`src/rtl/mdu_ctrl_if.sv`:
```
// Multiply/divide request and result bundle between the EX stage and mdu_ctrl.
// Ports: start_i/op_i/opdata1_i/opdata2_i/flush_i (request side, driven by EX),
//        stall_o/hilo_we_o/hilo_wdata_o/busy_o (status and HI/LO write, driven by the MDU).
interface mdu_ctrl_if;
  logic        start_i;
  logic [1:0]  op_i;
  logic [31:0] opdata1_i;
  logic [31:0] opdata2_i;
  logic        flush_i;
  logic        stall_o;
  logic        hilo_we_o;
  logic [63:0] hilo_wdata_o;
  logic        busy_o;

  // EX-stage side
  modport master (
    output start_i, op_i, opdata1_i, opdata2_i, flush_i,
    input  stall_o, hilo_we_o, hilo_wdata_o, busy_o
  );

  // Sequencer side
  modport slave (
    input  start_i, op_i, opdata1_i, opdata2_i, flush_i,
    output stall_o, hilo_we_o, hilo_wdata_o, busy_o
  );
endinterface

```
`src/rtl/mdu_ctrl.sv`:
```
// Multi-cycle MULT/MULTU/DIV/DIVU sequencer; issues one 64-bit HI/LO write per operation.
// Latency from accept: multiply 2 cycles, divide 33 cycles, divide-by-zero 1 cycle.
// Ports: clk, rst (sync, active-high), mdu (slave side of mdu_ctrl_if); stall_o holds EX while busy.
module mdu_ctrl (
  input logic       clk,
  input logic       rst,
  mdu_ctrl_if.slave mdu
);

  typedef enum logic [1:0] {IDLE, MUL, DIV, DONE} state_t;

  state_t      state;
  state_t      state_nxt;
  logic [4:0]  cnt;
  logic        mul_signed_q;   // MULT vs MULTU
  logic        quot_neg_q;     // signed divide: quotient must be negated
  logic        rem_neg_q;      // signed divide: remainder must be negated
  logic [31:0] a_q;            // multiplicand, or dividend shifting into quotient
  logic [31:0] b_q;            // multiplier, or divisor magnitude
  logic [31:0] rem_q;          // partial remainder (always < divisor, so 32 bits hold it)
  logic        we_q;
  logic        busy_q;
  logic [63:0] hilo_q;

  logic        accept;
  logic        req_div;
  logic        req_signed;
  logic        stall;

  // Multiply: the 33x33 signed product of the extended operands; only the low
  // 64 bits are ever needed, so the operands are extended straight to 64 bits.
  logic        ext_a;
  logic        ext_b;
  logic [63:0] mul_a;
  logic [63:0] mul_b;
  logic [63:0] prod;

  // One restoring divide step.
  logic [32:0] r_shift;
  logic [32:0] diff;
  logic        qbit;
  logic [31:0] rem_step;
  logic [31:0] quo_step;
  logic [31:0] quo_fix;
  logic [31:0] rem_fix;

  assign req_div    = mdu.op_i[1];
  assign req_signed = ~mdu.op_i[0];
  assign accept     = (state == IDLE) & mdu.start_i & ~mdu.flush_i;

  assign ext_a = mul_signed_q & a_q[31];
  assign ext_b = mul_signed_q & b_q[31];
  assign mul_a = {{32{ext_a}}, a_q};
  assign mul_b = {{32{ext_b}}, b_q};
  assign prod  = mul_a * mul_b;

  assign r_shift  = {rem_q, a_q[31]};
  assign diff     = r_shift - {1'b0, b_q};
  assign qbit     = ~diff[32];                  // no borrow: divisor fits
  assign rem_step = qbit ? diff[31:0] : r_shift[31:0];
  assign quo_step = {a_q[30:0], qbit};
  assign quo_fix  = quot_neg_q ? (32'd0 - quo_step) : quo_step;
  assign rem_fix  = rem_neg_q  ? (32'd0 - rem_step) : rem_step;

  // Next-state and stall request
  always_comb begin
    state_nxt = state;
    stall     = 1'b0;
    case (state)
      IDLE: begin
        if (accept) begin
          stall = 1'b1;
          if (!req_div)                  state_nxt = MUL;
          else if (mdu.opdata2_i == '0)  state_nxt = DONE;
          else                           state_nxt = DIV;
        end
      end
      MUL: begin
        stall     = 1'b1;
        state_nxt = DONE;
      end
      DIV: begin
        stall = 1'b1;
        if (cnt == 5'd31) state_nxt = DONE;
      end
      DONE: begin
        // start_i here still belongs to the departing instruction
        state_nxt = IDLE;
      end
      default: state_nxt = IDLE;
    endcase
    if (mdu.flush_i) begin
      state_nxt = IDLE;
      stall     = 1'b0;
    end
  end

  always_ff @(posedge clk) begin
    if (rst) begin
      state        <= IDLE;
      cnt          <= '0;
      mul_signed_q <= 1'b0;
      quot_neg_q   <= 1'b0;
      rem_neg_q    <= 1'b0;
      a_q          <= '0;
      b_q          <= '0;
      rem_q        <= '0;
      we_q         <= 1'b0;
      busy_q       <= 1'b0;
      hilo_q       <= '0;
    end else begin
      state  <= state_nxt;
      busy_q <= (state_nxt != IDLE);
      we_q   <= (state_nxt == DONE);
      case (state)
        IDLE: begin
          if (accept) begin
            mul_signed_q <= req_signed;
            quot_neg_q   <= req_div & req_signed & (mdu.opdata1_i[31] ^ mdu.opdata2_i[31]);
            rem_neg_q    <= req_div & req_signed & mdu.opdata1_i[31];
            rem_q        <= '0;
            cnt          <= '0;
            if (req_div && req_signed) begin
              a_q <= mdu.opdata1_i[31] ? (32'd0 - mdu.opdata1_i) : mdu.opdata1_i;
              b_q <= mdu.opdata2_i[31] ? (32'd0 - mdu.opdata2_i) : mdu.opdata2_i;
            end else begin
              a_q <= mdu.opdata1_i;
              b_q <= mdu.opdata2_i;
            end
            if (req_div && (mdu.opdata2_i == '0))
              hilo_q <= {mdu.opdata1_i, 32'hFFFF_FFFF};
          end
        end
        MUL: begin
          if (!mdu.flush_i) hilo_q <= prod;
        end
        DIV: begin
          if (!mdu.flush_i) begin
            a_q   <= quo_step;
            rem_q <= rem_step;
            cnt   <= cnt + 5'd1;
            if (cnt == 5'd31) hilo_q <= {rem_fix, quo_fix};
          end
        end
        default: ;
      endcase
    end
  end

  assign mdu.stall_o      = stall;
  assign mdu.hilo_we_o    = we_q;
  assign mdu.hilo_wdata_o = hilo_q;
  assign mdu.busy_o       = busy_q;

endmodule

```
`src/flat_wrapper.sv`:
```
// flat-port wrapper written by rule: the top's interface ports become plain ports
module mdu_ctrl_flat 
  (clk, rst, mdu_start_i, mdu_op_i, mdu_opdata1_i, mdu_opdata2_i, mdu_flush_i, mdu_stall_o, mdu_hilo_we_o, mdu_hilo_wdata_o, mdu_busy_o);
  mdu_ctrl_if mdu_i ();
  input logic clk;
  input logic rst;
  input wire logic [$bits(mdu_i.start_i)-1:0] mdu_start_i;
  input wire logic [$bits(mdu_i.op_i)-1:0] mdu_op_i;
  input wire logic [$bits(mdu_i.opdata1_i)-1:0] mdu_opdata1_i;
  input wire logic [$bits(mdu_i.opdata2_i)-1:0] mdu_opdata2_i;
  input wire logic [$bits(mdu_i.flush_i)-1:0] mdu_flush_i;
  output wire logic [$bits(mdu_i.stall_o)-1:0] mdu_stall_o;
  output wire logic [$bits(mdu_i.hilo_we_o)-1:0] mdu_hilo_we_o;
  output wire logic [$bits(mdu_i.hilo_wdata_o)-1:0] mdu_hilo_wdata_o;
  output wire logic [$bits(mdu_i.busy_o)-1:0] mdu_busy_o;
  assign mdu_i.start_i = mdu_start_i;
  assign mdu_i.op_i = mdu_op_i;
  assign mdu_i.opdata1_i = mdu_opdata1_i;
  assign mdu_i.opdata2_i = mdu_opdata2_i;
  assign mdu_i.flush_i = mdu_flush_i;
  assign mdu_stall_o = mdu_i.stall_o;
  assign mdu_hilo_we_o = mdu_i.hilo_we_o;
  assign mdu_hilo_wdata_o = mdu_i.hilo_wdata_o;
  assign mdu_busy_o = mdu_i.busy_o;
  mdu_ctrl u_core (.clk(clk), .rst(rst), .mdu(mdu_i));
endmodule
```
`config.mk`:
```
export PLATFORM = sky130hd
export DESIGN_NAME = mdu_ctrl_flat
export DESIGN_NICKNAME = d
export VERILOG_FILES = /design/src/rtl/mdu_ctrl_if.sv /design/src/rtl/mdu_ctrl.sv /design/src/flat_wrapper.sv
export SDC_FILE = /design/constraint.sdc
export NUM_CORES = 2
export LEC_CHECK = 0
export BUFFER_PORTS_ARGS = -buffer_cell sky130_fd_sc_hd__buf_4
export CAP_MARGIN = 10
export CORE_MARGIN = 2
export CORE_UTILIZATION = 50
export DETAILED_ROUTE_END_ITERATION = 6
export GPL_TIMING_DRIVEN = 0
export HOLD_SLACK_MARGIN = 0.08
export PLACE_DENSITY = 0.72
export SETUP_SLACK_MARGIN = 0.3
export SYNTH_ARGS = -nofsm -noshare
export SYNTH_HDL_FRONTEND = slang
export SYNTH_SLANG_ARGS = --single-unit
```
`constraint.sdc`:
```
create_clock -name clk -period 21.6 [get_ports clk]
set_input_delay 1.08 -clock clk [delete_from_list [all_inputs] [get_ports clk]]
set_output_delay 1.08 -clock clk [all_outputs]
set_load 0.02 [all_outputs]
```
==> impl_metrics.json <==
{
  "status": "finished with violations",
  "failed_checks": "DRC",
  "grtUsageTotal_pct": 39.3,
  "row_count": 116,
  "critPathMaxFanout": 10,
  "startpoint_type": "register",
  "yosysWarnings": 0,
  "fin_crit_ns": 11.86,
  "place.gp.congestion": 1.08,
  "setup_viol": 0,
  "synth_commonest_cells": "inv_1 (1,194), fa_1 (1,126), nand2_1 (901)",
  "cp_slowest_cell": "clkbuf_1",
  "crit_type": "reg2reg",
  "synth_edf_count": 0,
  "p_leak_nw": 25.4,
  "synthFlopType": "dfxtp_1",
  "grt_pass1_vias": 44300,
  "overflow": 0,
  "drtPass1Iterations": 7,
  "initialDrtViolationCount": 5768,
  "p_per_area_nw_per_um2": 33.7,
  "yosysTopAreaCellShare_pct": 44.9,
  "ys_ff_latch": 172,
  "ios": 137,
  "clock-sinks": 172,
  "slew_headroom_pct": 13.2,
  "drt-vias-per-instance": 6.01,
  "worst_path_largest_cell_delay_ns": 0.94,
  "crit_top_cell": "fa_1",
  "grt_max_degree": 17,
  "ant_nets": 0,
  "drive_above_1_share_pct": 3.77,
  "postCtsHoldBufs": 0,
  "tns_ns": 0,
  "final.period_utilization_pct": 54.9,
  "clk-insertion-delay-late_ns": 0.48,
  "maxCapViolations": 0,
  "syn_area_um2": 50200,
  "post-cts-setup-buffers": 0,
  "cts_made_buffers": 17,
  "vias": 44100,
  "wirelength_um": 199000,
  "worst_pin_slew_ns": 1.30,
  "root_buffer": "clkbuf_16",
  "initial_core_util_pct": 50.3,
  "rsz0062_at_grt": "no",
  "crit_arrival_ns": 12.25,
  "nNetsFinal": 7463,
  "cts.clk_slew.worst_paths_ns": 0.08,
  "ys_top_cells_by_area": "fa_1 (45%), inv_1 (8.9%), dfxtp_1 (6.9%)",
  "synth_nets": 7305,
  "hold_viol_final": 0,
  "fillCellCount": 9476,
  "ys_seq_area_share_pct": 6.87,
  "fmax_mhz": 84.3,
  "grt_first_pass_wirelength_um": 292000,
  "irDropWorstVdd_mv": 0.0569,
  "drc_errors": 21,
  "yosys.area.top_type": "fa_1",
  "syn-instance-count": 5854,
  "yosysMostFrequentCell": "inv_1",
  "async_flop_share_pct": 0,
  "cts.repair.resized": 0,
  "endpoint_kind": "register",
  "dieArea_um2": 103000,
  "syn2layout_area_growth_pct": 6.56,
  "cts_tree": "built",
  "synth_cell_type_count": 88,
  "avgSynthCellArea_um2": 8.57,
  "dp_hpwl_um": 168000,
  "min_path_cells": 2,
  "worstPathRequired_ns": 21.98,
  "port_buffers": 135,
  "hp-class": "reg2reg",
  "htreeDepth": 4,
  "r2r_cells": 29,
  "antenna_found_initial": 19,
  "finClkSkew_ns": 0.0245,
  "post_drt_wl_per_cell_um": 27.1,
  "power.total_mw": 1.80,
  "chipHeight_um": 321,
  "die_w_um": 321,
  "clk_path_buf_depth": 2,
  "slew_viol_final": 0,
  "design.core.area_um2": 99700
}
[layer usage]
metal  part of all wire (%)  vias up  track usage (%)
met5                  0.049        -                0
met4                    8.2       10             25.0
met3                     13      740             11.6
met2                     43     3023             57.9
met1                     37    22100             50.6
li1                       -    18200                -
[final cells by class]
type | count | area (µm²) | share of cell area [%]
Antenna cell | 13 | 32.5 | 0.0609
Buffer | 366 | 1390 | 2.61
Clock buffer | 20 | 457 | 0.855
Clock inverter | 12 | 101 | 0.190
Inverter | 1196 | 4490 | 8.40
Multi-Input combinational cell | 4120 | 40800 | 76.4
Sequential cell | 172 | 3440 | 6.44
Tap cell | 1298 | 1620 | 3.04
Timing Repair Buffer | 139 | 1080 | 2.01
[worst max-delay path, delay by kind of cell (launching register included)]
kind,cells,cell delay (ns)
adder cells (fa/ha/maj),9,4.40
AO/OA/AOI/OAI,7,2.86
buffers and inverters,7,2.37
flip-flops,1,0.42
XOR/XNOR,1,0.52
AND/OR/NAND/NOR,5,1.17
[report_power, final]
group | switching (mW) | total (mW) | internal (mW)
Clock | 0.158 | 0.315 | 0.157
Combinational | 0.783 | 1.13 | 0.343
Sequential | 0.0235 | 0.362 | 0.339
Total | 0.965 | 1.80 | 0.838
[placed cells by master (no fill, tap or decap), types with 35 or more instances in the layout]
| master | Yosys | routed |
|---|---|---|
| clkbuf_1 | 307 | 308 |
| nor3_1 | 55 | 55 |
| o21ai_0 | 140 | 140 |
| and2_1 | 323 | 323 |
| xor2_1 | 66 | 66 |
| and3_1 | 37 | 37 |
| nor2_1 | 297 | 297 |
| o31ai_1 | 37 | 37 |
| inv_1 | 1194 | 1194 |
| buf_1 | 49 | 49 |
| dfxtp_1 | 172 | 172 |
| buf_4 | 0 | 135 |
| nand3_1 | 44 | 44 |
| xnor2_1 | 137 | 137 |
| a221oi_1 | 35 | 35 |
| a21oi_1 | 168 | 168 |
| nand2_1 | 901 | 901 |
| a21o_1 | 56 | 56 |
| fa_1 | 1126 | 1126 |
| ha_1 | 255 | 255 |
| a211oi_1 | 50 | 50 |
[per-stage QoR]
stage,instances,util [%],area [µm²],setup WS [ns],hold slack (ns)
2_1_floorplan,5854,-,50200,13.29,0.472
3_3_place_gp,7287,52.9,52800,10.15,0.443
3_5_place_dp,7289,53.0,52800,10.20,0.450
4_1_cts,7321,53.5,53400,10.18,0.460
5_1_grt,7331,53.6,53400,9.66,0.474
6_report,7336,53.6,53400,9.74,0.462
[worst paths after layout]
kind	slack, ns	endpoint	start
max reg2reg	9.74	u_core.mdu.hilo_wdata_o[57]$_SDFFE_PP0P_	u_core.a_q[13]$_SDFFE_PP0P_
min	0.46	u_core.mdu.hilo_wdata_o[38]$_SDFFE_PP0P_	u_core.mdu.hilo_wdata_o[38]$_SDFFE_PP0P_
max	9.74	u_core.mdu.hilo_wdata_o[57]$_SDFFE_PP0P_	u_core.a_q[13]$_SDFFE_PP0P_
min reg2reg	0.46	u_core.mdu.hilo_wdata_o[38]$_SDFFE_PP0P_	u_core.mdu.hilo_wdata_o[38]$_SDFFE_PP0P_
[cells by family (layout without fill, tap and decap cells)]
kind of cell / count (synthesis) / in the layout / synth area share (%)
buffers and inverters: 1562 / 1733 / 11.7
muxes: 19 / 19 / 0.442
adders and majority gates: 1381 / 1381 / 51.3
AOI/OAI and AO/OA: 718 / 718 / 9.74
DFF: 172 / 172 / 6.87
other: 0 / 13 / 0
xor gates and xnor gates: 203 / 203 / 3.55
and+or+nand+nor: 1799 / 1799 / 16.4
[registers in the layout, indices dropped and copies added, names as in the netlist]
name / flops
u_core.quot_neg_q: 1
u_core.mdu.busy_o: 1
u_core.mdu.hilo_wdata_o: 64
u_core.mdu.hilo_we_o: 1
u_core.b_q: 32
u_core.cnt: 5
u_core.state: 2
u_core.rem_q: 32
u_core.mul_signed_q: 1
u_core.a_q: 32
u_core.rem_neg_q: 1
(Power assumes the default switching activity.)
